File: config.mk
export PLATFORM = sky130hd
export DESIGN_NAME = mycpu_ctrl_flat
export DESIGN_NICKNAME = d
export VERILOG_FILES = /design/src/rtl/mycpu_ctrl_if.sv /design/src/rtl/mycpu_ctrl.sv /design/src/flat_wrapper.sv
export SDC_FILE = /design/constraint.sdc
export NUM_CORES = 1
export LEC_CHECK = 0
export ABC_AREA = 1
export CORE_MARGIN = 2
export CORE_UTILIZATION = 40
export DETAILED_ROUTE_END_ITERATION = 7
export DONT_BUFFER_PORTS = 1
export SLEW_MARGIN = 20
export SYNTH_ARGS = -nofsm -noshare
export SYNTH_HDL_FRONTEND = slang
export SYNTH_SLANG_ARGS = --single-unit
export TNS_END_PERCENT = 30
File: constraint.sdc
create_clock -name clk -period 3.7 [get_ports clk]
set_clock_uncertainty 0.15 [all_clocks]
set_input_delay 0.185 -clock clk [delete_from_list [all_inputs] [get_ports clk]]
set_output_delay 0.185 -clock clk [all_outputs]
set_load 0.005 [all_outputs]
File: src/rtl/mycpu_ctrl_if.sv
// Instruction-memory fetch bus between mycpu_ctrl and imem.
// The word is accepted on the edge where imem_req and imem_valid are both high.
interface mycpu_ctrl_if;
  logic        imem_req;
  logic [15:0] imem_addr;
  logic        imem_valid;
  logic [15:0] imem_rdata;

  modport master (
    output imem_req,
    output imem_addr,
    input  imem_valid,
    input  imem_rdata
  );

  modport slave (
    input  imem_req,
    input  imem_addr,
    output imem_valid,
    output imem_rdata
  );
endinterface

File: src/rtl/mycpu_ctrl.sv
// mycpu multi-cycle control sequencer.
// Fetches, decodes and sequences register-file/fu control; owns PC and Z/N flags.
module mycpu_ctrl #(
  parameter logic [15:0] RESET_PC = 16'h0000
) (
  input  logic         clk,
  input  logic         rst,
  mycpu_ctrl_if.master imem,
  output logic [3:0]   fs_out,
  output logic [2:0]   sa_out,
  output logic [2:0]   sb_out,
  output logic [2:0]   dr_out,
  output logic         rf_we_out,
  input  logic         z_in,
  input  logic         n_in,
  output logic         z_flag_out,
  output logic         n_flag_out
);

  typedef enum logic [2:0] {
    IDLE,
    FETCH,
    DECODE,
    EXEC,
    WB
  } state_t;

  localparam logic [3:0] OP_BRZ = 4'd14;
  localparam logic [3:0] OP_JMP = 4'd15;

  state_t      state;
  logic [15:0] pc;
  logic [15:0] ir;
  logic        req_q;

  logic [3:0]  op;
  logic        is_branch;
  logic [15:0] off9;
  logic [15:0] off12;

  assign op        = ir[15:12];
  assign is_branch = (op == OP_BRZ) || (op == OP_JMP);
  assign off9      = {{7{ir[8]}}, ir[8:0]};
  assign off12     = {{4{ir[11]}}, ir[11:0]};

  assign imem.imem_req  = req_q;
  assign imem.imem_addr = pc;

  always_ff @(posedge clk or posedge rst) begin
    if (rst) begin
      state      <= IDLE;
      pc         <= RESET_PC;
      ir         <= 16'h0000;
      req_q      <= 1'b0;
      fs_out     <= 4'd0;
      sa_out     <= 3'd0;
      sb_out     <= 3'd0;
      dr_out     <= 3'd0;
      rf_we_out  <= 1'b0;
      z_flag_out <= 1'b0;
      n_flag_out <= 1'b0;
    end else begin
      unique case (state)
        IDLE: begin
          state <= FETCH;
          req_q <= 1'b1;
        end
        FETCH: begin
          if (imem.imem_valid) begin
            ir    <= imem.imem_rdata;
            pc    <= pc + 16'd1;
            req_q <= 1'b0;
            state <= DECODE;
          end
        end
        DECODE: begin
          fs_out <= ir[15:12];
          dr_out <= ir[11:9];
          sa_out <= ir[8:6];
          sb_out <= ir[5:3];
          state  <= EXEC;
        end
        EXEC: begin
          // pc already points past the branch word
          if (is_branch) begin
            if (op == OP_JMP)
              pc <= pc + off12;
            else if (z_flag_out)
              pc <= pc + off9;
            req_q <= 1'b1;
            state <= FETCH;
          end else begin
            z_flag_out <= z_in;
            n_flag_out <= n_in;
            rf_we_out  <= 1'b1;
            state      <= WB;
          end
        end
        WB: begin
          rf_we_out <= 1'b0;
          req_q     <= 1'b1;
          state     <= FETCH;
        end
        default: begin
          state <= IDLE;
          req_q <= 1'b0;
        end
      endcase
    end
  end

endmodule

File: src/flat_wrapper.sv
// flat-port wrapper written by rule: the top's interface ports become plain ports
module mycpu_ctrl_flat 
#(
  parameter logic [15:0] RESET_PC = 16'h0000
)
  (clk, rst, fs_out, sa_out, sb_out, dr_out, rf_we_out, z_in, n_in, z_flag_out, n_flag_out, imem_imem_req, imem_imem_addr, imem_imem_valid, imem_imem_rdata);
  mycpu_ctrl_if imem_i ();
  input  logic clk;
  input  logic rst;
  output logic [3:0] fs_out;
  output logic [2:0] sa_out;
  output logic [2:0] sb_out;
  output logic [2:0] dr_out;
  output logic rf_we_out;
  input  logic z_in;
  input  logic n_in;
  output logic z_flag_out;
  output logic n_flag_out;
  output wire logic [$bits(imem_i.imem_req)-1:0] imem_imem_req;
  output wire logic [$bits(imem_i.imem_addr)-1:0] imem_imem_addr;
  input wire logic [$bits(imem_i.imem_valid)-1:0] imem_imem_valid;
  input wire logic [$bits(imem_i.imem_rdata)-1:0] imem_imem_rdata;
  assign imem_imem_req = imem_i.imem_req;
  assign imem_imem_addr = imem_i.imem_addr;
  assign imem_i.imem_valid = imem_imem_valid;
  assign imem_i.imem_rdata = imem_imem_rdata;
  mycpu_ctrl #(.RESET_PC(RESET_PC)) u_core (.clk(clk), .rst(rst), .imem(imem_i), .fs_out(fs_out), .sa_out(sa_out), .sb_out(sb_out), .dr_out(dr_out), .rf_we_out(rf_we_out), .z_in(z_in), .n_in(n_in), .z_flag_out(z_flag_out), .n_flag_out(n_flag_out));
endmodule
# After elaboration in Yosys (flattened, before gate mapping)
# Index checks and enable logic that the tools add are counted.
classes:
  n_reduce_logical: 10
  n_addsub: 3
  bitwise_logic: 2
  n_eq_ne: 10
  n_mux: 13
op_table:
  columns: ["cell", "n"]
  rows:
  - ["$mux 16", 4]
  - ["$add 16x16->16", 2]
  - ["$pmux 16 s2", 1]
  - ["$add 16x1->16 const B", 1]
  - ["$pmux 3 s4", 1]
  - ["$eq 4x4->1 const B", 2]
  - ["$eq 3x2->1 const B", 2]
  - ["$mux 3", 2]
  - ["$reduce_and 2->1", 3]
  - ["$ne 2x2->1 const B", 2]
  - ["$pmux 1 s4", 1]
  - ["$reduce_and 4->1", 1]
  - ["$reduce_bool 2->1", 2]
  - ["$eq 3x1->1 const B", 1]
  - ["$eq 3x3->1 const B", 1]
  - ["$logic_not 3->1", 1]
  - ["$mux 1", 3]
  - ["$ne 3x1->1 const B", 1]
  - ["$reduce_and 3->1", 1]
  - ["$ne 2x1->1 const B", 1]
  - ["$not 1->1", 2]
  - ["$pmux 1 s2", 1]
  - ["$reduce_or 2->1", 1]
  - ["$logic_or 1x1->1", 1]
word_totals:
  inputBits: 21
  output_inout_bits: 33
  word_cells: 49
  reg_bits: 52

# Depth between registers and ports, before layout
# Gate-level depths: netlist of the first run.
logic_depth:
  word_depth: 5
  mapped_depth: 18
  ltp_nobuf: 17

# Worst setup path before layout of the first run
# Ideal clock, no wire load.
synth_path:
  path_kind: "reg2reg"
  start: "reg u_core.state[2]"
  end: "reg u_core.pc[8] (netlist: u_core.imem.imem_addr[8])"
  arrival_ps: 2311
  stages_incl_launch_ff: 18
  required_ps: 3433
  setup_time_ps: 117
  path_buffers: 1
  setup_slack_ps: 1122
  synth_period_minus_slack_ps: 2578
  path_cell_list: "dfrtp_1 nor2_2 inv_2 nor2_4 inv_1 clkbuf_1 or2_2 ha_1 inv_1 fa_1 inv_1 nand3_1 nand3_1 and2_1 nor2_1 nand2_1 nand3_1 nand2_1"
synth_between:
  elab_chain_cells: 3
  word_cells_on_any_way: 8
  cone_classes: "eq/ne: 5; mux: 1; reduce/logical: 2"
synth_lines:
  columns: ["item", "line_no", "rtl"]
  rows:
  - ["start: declaration", "mycpu_ctrl.sv:31", "state_t state;"]
  - ["start signal: assignment", "mycpu_ctrl.sv:51", "state <= IDLE;"]
  - ["start signal: assignment", "mycpu_ctrl.sv:65", "state <= FETCH;"]
  - ["start signal: assignment", "mycpu_ctrl.sv:73", "state <= DECODE;"]
  - ["$eq 3x2->1 / $eq 3x1->1 (equally long branches)", "mycpu_ctrl.sv:63", "unique case (state)"]
  - ["$ne 3x1->1 (no line), or another cell as far along", null, null]
  - ["$reduce_and 4->1 (no line)", null, null]
  - ["end signal: assignment", "mycpu_ctrl.sv:71", "pc <= pc + 16'd1;"]
  - ["end signal: assignment", "mycpu_ctrl.sv:87", "pc <= pc + off12;"]
  - ["end signal: assignment", "mycpu_ctrl.sv:89", "pc <= pc + off9;"]
  - ["end: declaration", "mycpu_ctrl.sv:32", "logic [15:0] pc;"]
# Parallel ways exist; a longest one is shown, timed or not.
# A chain may end at the register's enable or synchronous reset.

# Final worst setup path of the first run
# Same ends and word-level chain as after synthesis.

==> flow_summary.ini, run 1 <==
[job]
drv_cap = 0

[clock_network]
insertion_delay_ns = 0.31
htreeDepth = 2
cts.sink_count = 52
root_buffer = clkbuf_8
cts_buffers = 5
ctsResizeCount = 0
clk_pin_slew_ns = 0.10
cts_tree = built
clockBufferDepth = 2

[power]
power_frac_clock_pct = 12.6
pwr_density_cell_nw_per_um2 = 792
swShare_pct = 46.3
vdd_drop_max_mv = 0.249
internal_power_mw = 1.45
power_frac_seq_pct = 38.8
p_comb_share_pct = 48.7
power.switching_mw = 1.25
p_leak_nw = 1.85
power_mw = 2.70

[layout]
nets = 456
final_cell_mix = nand2_1 (129), inv_1 (52), dfrtp_1 (52), nor2_1 (33)
diodes = 0
syn2layout_area_growth_pct = 12.7
final_common_cell = nand2_1
drive_gt1_share_pct = 8.10

[detailed_routing]
drc_errors = 0
wl_per_cell_um = 12.7
final_antenna_net_count = 0
dr.pass1.iters = 4
wl_mm = 6.57
via_per_inst = 4.72
drt_iter0_markers = 110
vias = 2448

[synthesis]
syn-instance-count = 398
synthDistinctLibCells = 30
postSynthAreaPerCell_um2 = 7.59
seq_area_frac_synth_pct = 43.1
syn_area_um2 = 3020
syn_nets = 435
synth-seq-cells = 52
ys_warn_count = 0

[run_status]
outcome = complete, no violations

[timing]
final-hold-violation-count = 0
fin_crit_ns = 2.74
setup_viol = 0
worst_pin_slew_ns = 0.687
finalCritPeriodShare_pct = 74.0
max_freq_ghz = 0.365
relSlewSlack_pct = 54.2
rsz0062_at_grt = false
setup-tns-final_ns = 0
finalMaxSlewViolations = 0

[place]
io_buffers = 0
post-dp-hpwl_mm = 4.95
place.gp.congestion = 0.867

[floorplanning]
io_pins = 54
die_x_um = 90.9
coreArea_um2 = 7290
start_util_pct = 41.4
die_y_um = 90.9
rows = 31
die_area_um2 = 8270

[setup_path]
start_kind = register
criticalPathCategory = reg2reg
cp.required_ns = 3.80
crit_path_end_kind = register
cp_max_fo = 11
crit_arrival_ns = 2.84

[grt]
grt-ovfl-total = 0
grt_pass1_vias = 2436
grt_use_total_pct = 17.3
grt_pass1_wl_mm = 11.5
antenna_found_initial = 0
grt_start_max_net_pins = 33

[min_path]
hold_path.class = in2reg
-- cell families (layout without fill, tap and decap cells) --
| group | after synthesis | in the layout | share of synthesized area, % |
|---|---|---|---|
| flops | 52 | 52 | 43.1 |
| buf+inv | 64 | 86 | 8.57 |
| xor+xnor | 6 | 6 | 1.74 |
| simple gates | 210 | 210 | 29.9 |
| mux | 3 | 3 | 1.12 |
| fa+ha+maj | 16 | 16 | 6.87 |
| compound gates | 47 | 47 | 8.74 |
-- cell usage after synthesis --
master | number | share of area (%)
a21oi_1 | 24 | 4.0
and2_1 | 3 | 0.62
buf_2 | 1 | 0.17
buf_6 | 2 | 0.75
clkbuf_1 | 5 | 0.62
dfrtp_1 | 52 | 43
fa_1 | 1 | 0.66
ha_1 | 15 | 6.2
inv_1 | 53 | 6.6
inv_2 | 2 | 0.25
inv_4 | 1 | 0.21
mux2_2 | 3 | 1.1
nand2_1 | 129 | 16
nand2_2 | 3 | 0.62
nand2_4 | 1 | 0.37
nand3_1 | 24 | 4.0
nand3b_1 | 4 | 0.99
nand4_1 | 3 | 0.62
nor2_1 | 33 | 4.1
nor2_2 | 1 | 0.21
nor2_4 | 2 | 0.75
nor3_1 | 4 | 0.66
nor3_4 | 1 | 0.54
o21ai_0 | 14 | 2.3
o21ai_1 | 1 | 0.17
o21ai_2 | 7 | 2.0
o21bai_1 | 1 | 0.25
or2_2 | 2 | 0.41
xnor2_1 | 5 | 1.4
xor2_1 | 1 | 0.29
-- final cells by class --
cell class / instances / area, um^2
fillers: 766 / 3890
multi-input cells: 282 / 1460
flip-flops and latches: 52 / 1300
repair buffers: 22 / 215
inverters: 56 / 213
well taps: 99 / 124
clock buffers: 5 / 68.8
clock inverters: 3 / 22.5
-- routing by layer --
metal / wire length, um / vias to the layer above / track usage (%)
li1: - / 1294 / -
met1: 3180 / 1086 / 23.3
met2: 2940 / 58 / 27.7
met3: 335 / 10 / 4.34
met4: 115 / 0 / 4.55
met5: 0 / - / 0
-- flip-flops by register name (all words and copies together), names as in the netlist --
| name | cells |
|---|---|
| u_core.fs_out | 4 |
| u_core.rf_we_out | 1 |
| u_core.dr_out | 3 |
| u_core.n_flag_out | 1 |
| u_core.imem.imem_addr | 16 |
| u_core.imem.imem_req | 1 |
| u_core.ir | 16 |
| u_core.state | 3 |
| u_core.sb_out | 3 |
| u_core.z_flag_out | 1 |
| u_core.sa_out | 3 |
-- per-stage QoR --
| stage | instance area [um^2] | util (%) | cells | hold slack (ns) | setup slack (ns) |
|---|---|---|---|---|---|
| after floorplan | 3020 | - | 398 | 0.145 | 1.12 |
| after global placement | 3110 | 42.7 | 491 | 0.0712 | 1.07 |
| after detailed placement | 3110 | 42.7 | 491 | 0.0738 | 0.957 |
| after CTS | 3410 | 46.7 | 519 | 0.141 | 0.938 |
| after global routing | 3410 | 46.7 | 519 | 0.163 | 0.673 |
| final | 3410 | 46.7 | 519 | 0.144 | 0.962 |
-- path summary, 6_finish.rpt --
check	startpoint	cells past startpoint	endpoint	slack [ns]
setup reg to reg	u_core.state[2]	15	u_core.imem.imem_addr[8]	0.96
min in group asynchronous	rst	2	u_core.imem.imem_addr[14]	0.26
setup / recovery	u_core.state[2]	15	u_core.imem.imem_addr[8]	0.96
max in group asynchronous	rst	3	u_core.ir[11]	2.37
hold reg to reg	u_core.rf_we_out	2	u_core.rf_we_out	0.36
hold / removal	imem_imem_valid	3	u_core.state[1]	0.14
-- worst max-delay path, cell delays in order, from the launching register on --
cell and delay [ns]:
dfrtp_1 0.41, nor2_2 0.17, inv_2 0.08, nor2_4 0.16, inv_1 0.19, or2_2 0.32, ha_1 0.20, inv_1 0.07
fa_1 0.20, inv_1 0.06, nand3_1 0.06, nand3_1 0.12, and2_1 0.17, o21ai_0 0.15, nand3_1 0.09, nand2_1 0.08
-- power by group through the flow --
stage | Combinational (mW) | Sequential (mW) | Clock, mW
global placement | 1.29 | 1.06 | 0
floorplan | 1.11 | 0.998 | 0
CTS | 1.34 | 1.05 | 0.353
global route | 1.53 | 1.08 | 0.375
detailed placement | 1.31 | 1.07 | 0
finish | 1.31 | 1.05 | 0.339
-- what timing repair did --
item / CTS / global route
buffers inserted: 0 / 0
hold buffers: 20 / 0
endpoints found under the setup margin: 0 / 0
hold endpoints to repair: 50 / 0
No activity file was read; power rests on OpenSTA's default activity.
==> run 2: changes to the inputs <==
==> constraint.sdc (replaced) <==
create_clock -name clk -period 2.7 [get_ports clk]
set_clock_uncertainty 0.15 [all_clocks]
set_input_delay 0.135 -clock clk [delete_from_list [all_inputs] [get_ports clk]]
set_output_delay 0.135 -clock clk [all_outputs]
set_load 0.005 [all_outputs]
==> flow_summary.ini, run 2 (synthesis gave the netlist of run 1 again) <==
[floorplanning]
start_util_pct = 41.4
die_x_um = 90.9
io_pins = 54
die_y_um = 90.9
coreArea_um2 = 7290
die_area_um2 = 8270
rows = 31

[detailed_routing]
wl_per_cell_um = 13.4
final_antenna_net_count = 0
m1WireLength_mm = 3.38
dr.max_layer_used = met4
wl_met3_um = 317
vias = 2498
drc_errors = 0
routed-wl-met2_mm = 3.24
dr.pass1.iters = 4
via_per_inst = 4.77
wl_mm = 7.00
drt_iter0_markers = 84

[layout]
final_common_cell = nand2_1
drive_gt1_share_pct = 9.18
syn2layout_area_growth_pct = 14.4
diodes = 0
fill_cells = 794
final_cell_mix = nand2_1 (129), inv_1 (52), dfrtp_1 (52), nor2_1 (33), a21oi_1 (24)
nets = 461

[setup_path]
crit_path_end_kind = register
cpPeakStageDelay_ns = 0.39
timing.critical_path.max_delay_family = simple AND/OR/NAND/NOR gates
cp_max_fo = 10
crit_buf_inv = 5
critPathMostFrequentCell = nand2_1
crit_arrival_ns = 2.53
start_kind = register
worstPathCellList = inv_1, nor2_4, inv_2, nor2_4, inv_1, buf_4, nor2_1, ha_1, nand2_1, inv_1, a21oi_1, nand2_1, nand2_1, nand3b_1, nand3_1, nand2_1
cp.required_ns = 2.75
criticalPathCategory = reg2reg
slowest_stage = dfrtp_1

[min_path]
hold_path.class = in2async

[grt]
grt_use_total_pct = 18.2
grt_start_max_net_pins = 38
grt-ovfl-total = 0
grt_pass1_wl_mm = 12.2
antenna_found_initial = 0
grt_pass1_vias = 2503

[run_status]
outcome = complete, no violations

[place]
io_buffers = 0
post-dp-hpwl_mm = 5.03
pre_cts_ws_ns = 0.144
place.gp.congestion = 0.862

[clock_network]
clk_pin_slew_ns = 0.10
htreeDepth = 2
cts_buffers = 5
insertion_delay_ns = 0.31
cts.sink_count = 52
clockBufferDepth = 2
root_buffer = clkbuf_8
cts_tree = built

[timing]
finalMaxSlewViolations = 0
setup-tns-final_ns = 0
fin_crit_ns = 2.47
relSlewSlack_pct = 68.9
finalCritPeriodShare_pct = 91.6
max_freq_ghz = 0.404
finalWorstSetupSlack_ns = 0.227
final-hold-violation-count = 0
setup_viol = 0
rsz0062_at_grt = false
worst_pin_slew_ns = 0.467

[power]
vdd_drop_max_mv = 0.368
pwr_density_cell_nw_per_um2 = 1090
p_leak_nw = 1.88

[job]
drv_cap = 0
## run 2: repair_timing
action | in CTS | in global routing
hold endpoints to repair | 34 | 0
setup buffers | 0 | 0
gates resized for setup | 0 | 5
hold buffers | 21 | 0
setup endpoints to repair | 0 | 5
## run 2: layout make-up
class                      count  area [um^2]  area share (%)
multi-input combinational    282         1470            42.7
sequential                    52         1300            37.7
timing repair buffer          27          255            7.39
inverter                      56          213            6.15
tap                           99          124            3.58
clock buffer                   6         72.6            2.10
clock inverter                 2         16.3           0.471
## run 2: worst paths after layout
path | startpoint | end | slack, ns | cells past startpoint
setup / recovery | u_core.state[0] | u_core.imem.imem_addr[10] | 0.23 | 16
hold / removal | rst | u_core.imem.imem_addr[14] | 0.11 | 2
setup reg to reg | u_core.state[0] | u_core.imem.imem_addr[10] | 0.23 | 16
hold reg to reg | u_core.rf_we_out | u_core.rf_we_out | 0.36 | 2
max in group asynchronous | rst | u_core.sa_out[2] | 1.48 | 3
min in group clk | imem_imem_valid | u_core.state[1] | 0.14 | 3
## run 2: power by group
group / leakage (nW) / internal [mW] / switching, mW
clock: 0.0414 / 0.185 / 0.273
combinational: 1.21 / 0.713 / 1.17
sequential: 0.625 / 1.15 / 0.298
## run 2: layer usage
layer | track usage [%] | vias to the layer above
met5 | 0 | -
met4 | 3.79 | 0
li1 | - | 1300
met1 | 25.1 | 1154
met2 | 29.2 | 40
met3 | 4.42 | 4
## run 2: through the flow
stage,hold WS [ns],util [%],instances,cell area [um^2],power [mW]
6_report,0.109,47.4,524,3460,3.78
5_1_grt,0.150,47.4,524,3460,4.17
4_1_cts,0.125,47.2,524,3440,3.81
3_5_place_dp,-0.108,43.1,495,3140,3.30
3_3_place_gp,-0.109,43.1,495,3140,3.27
2_1_floorplan,0.0946,-,398,3020,2.89
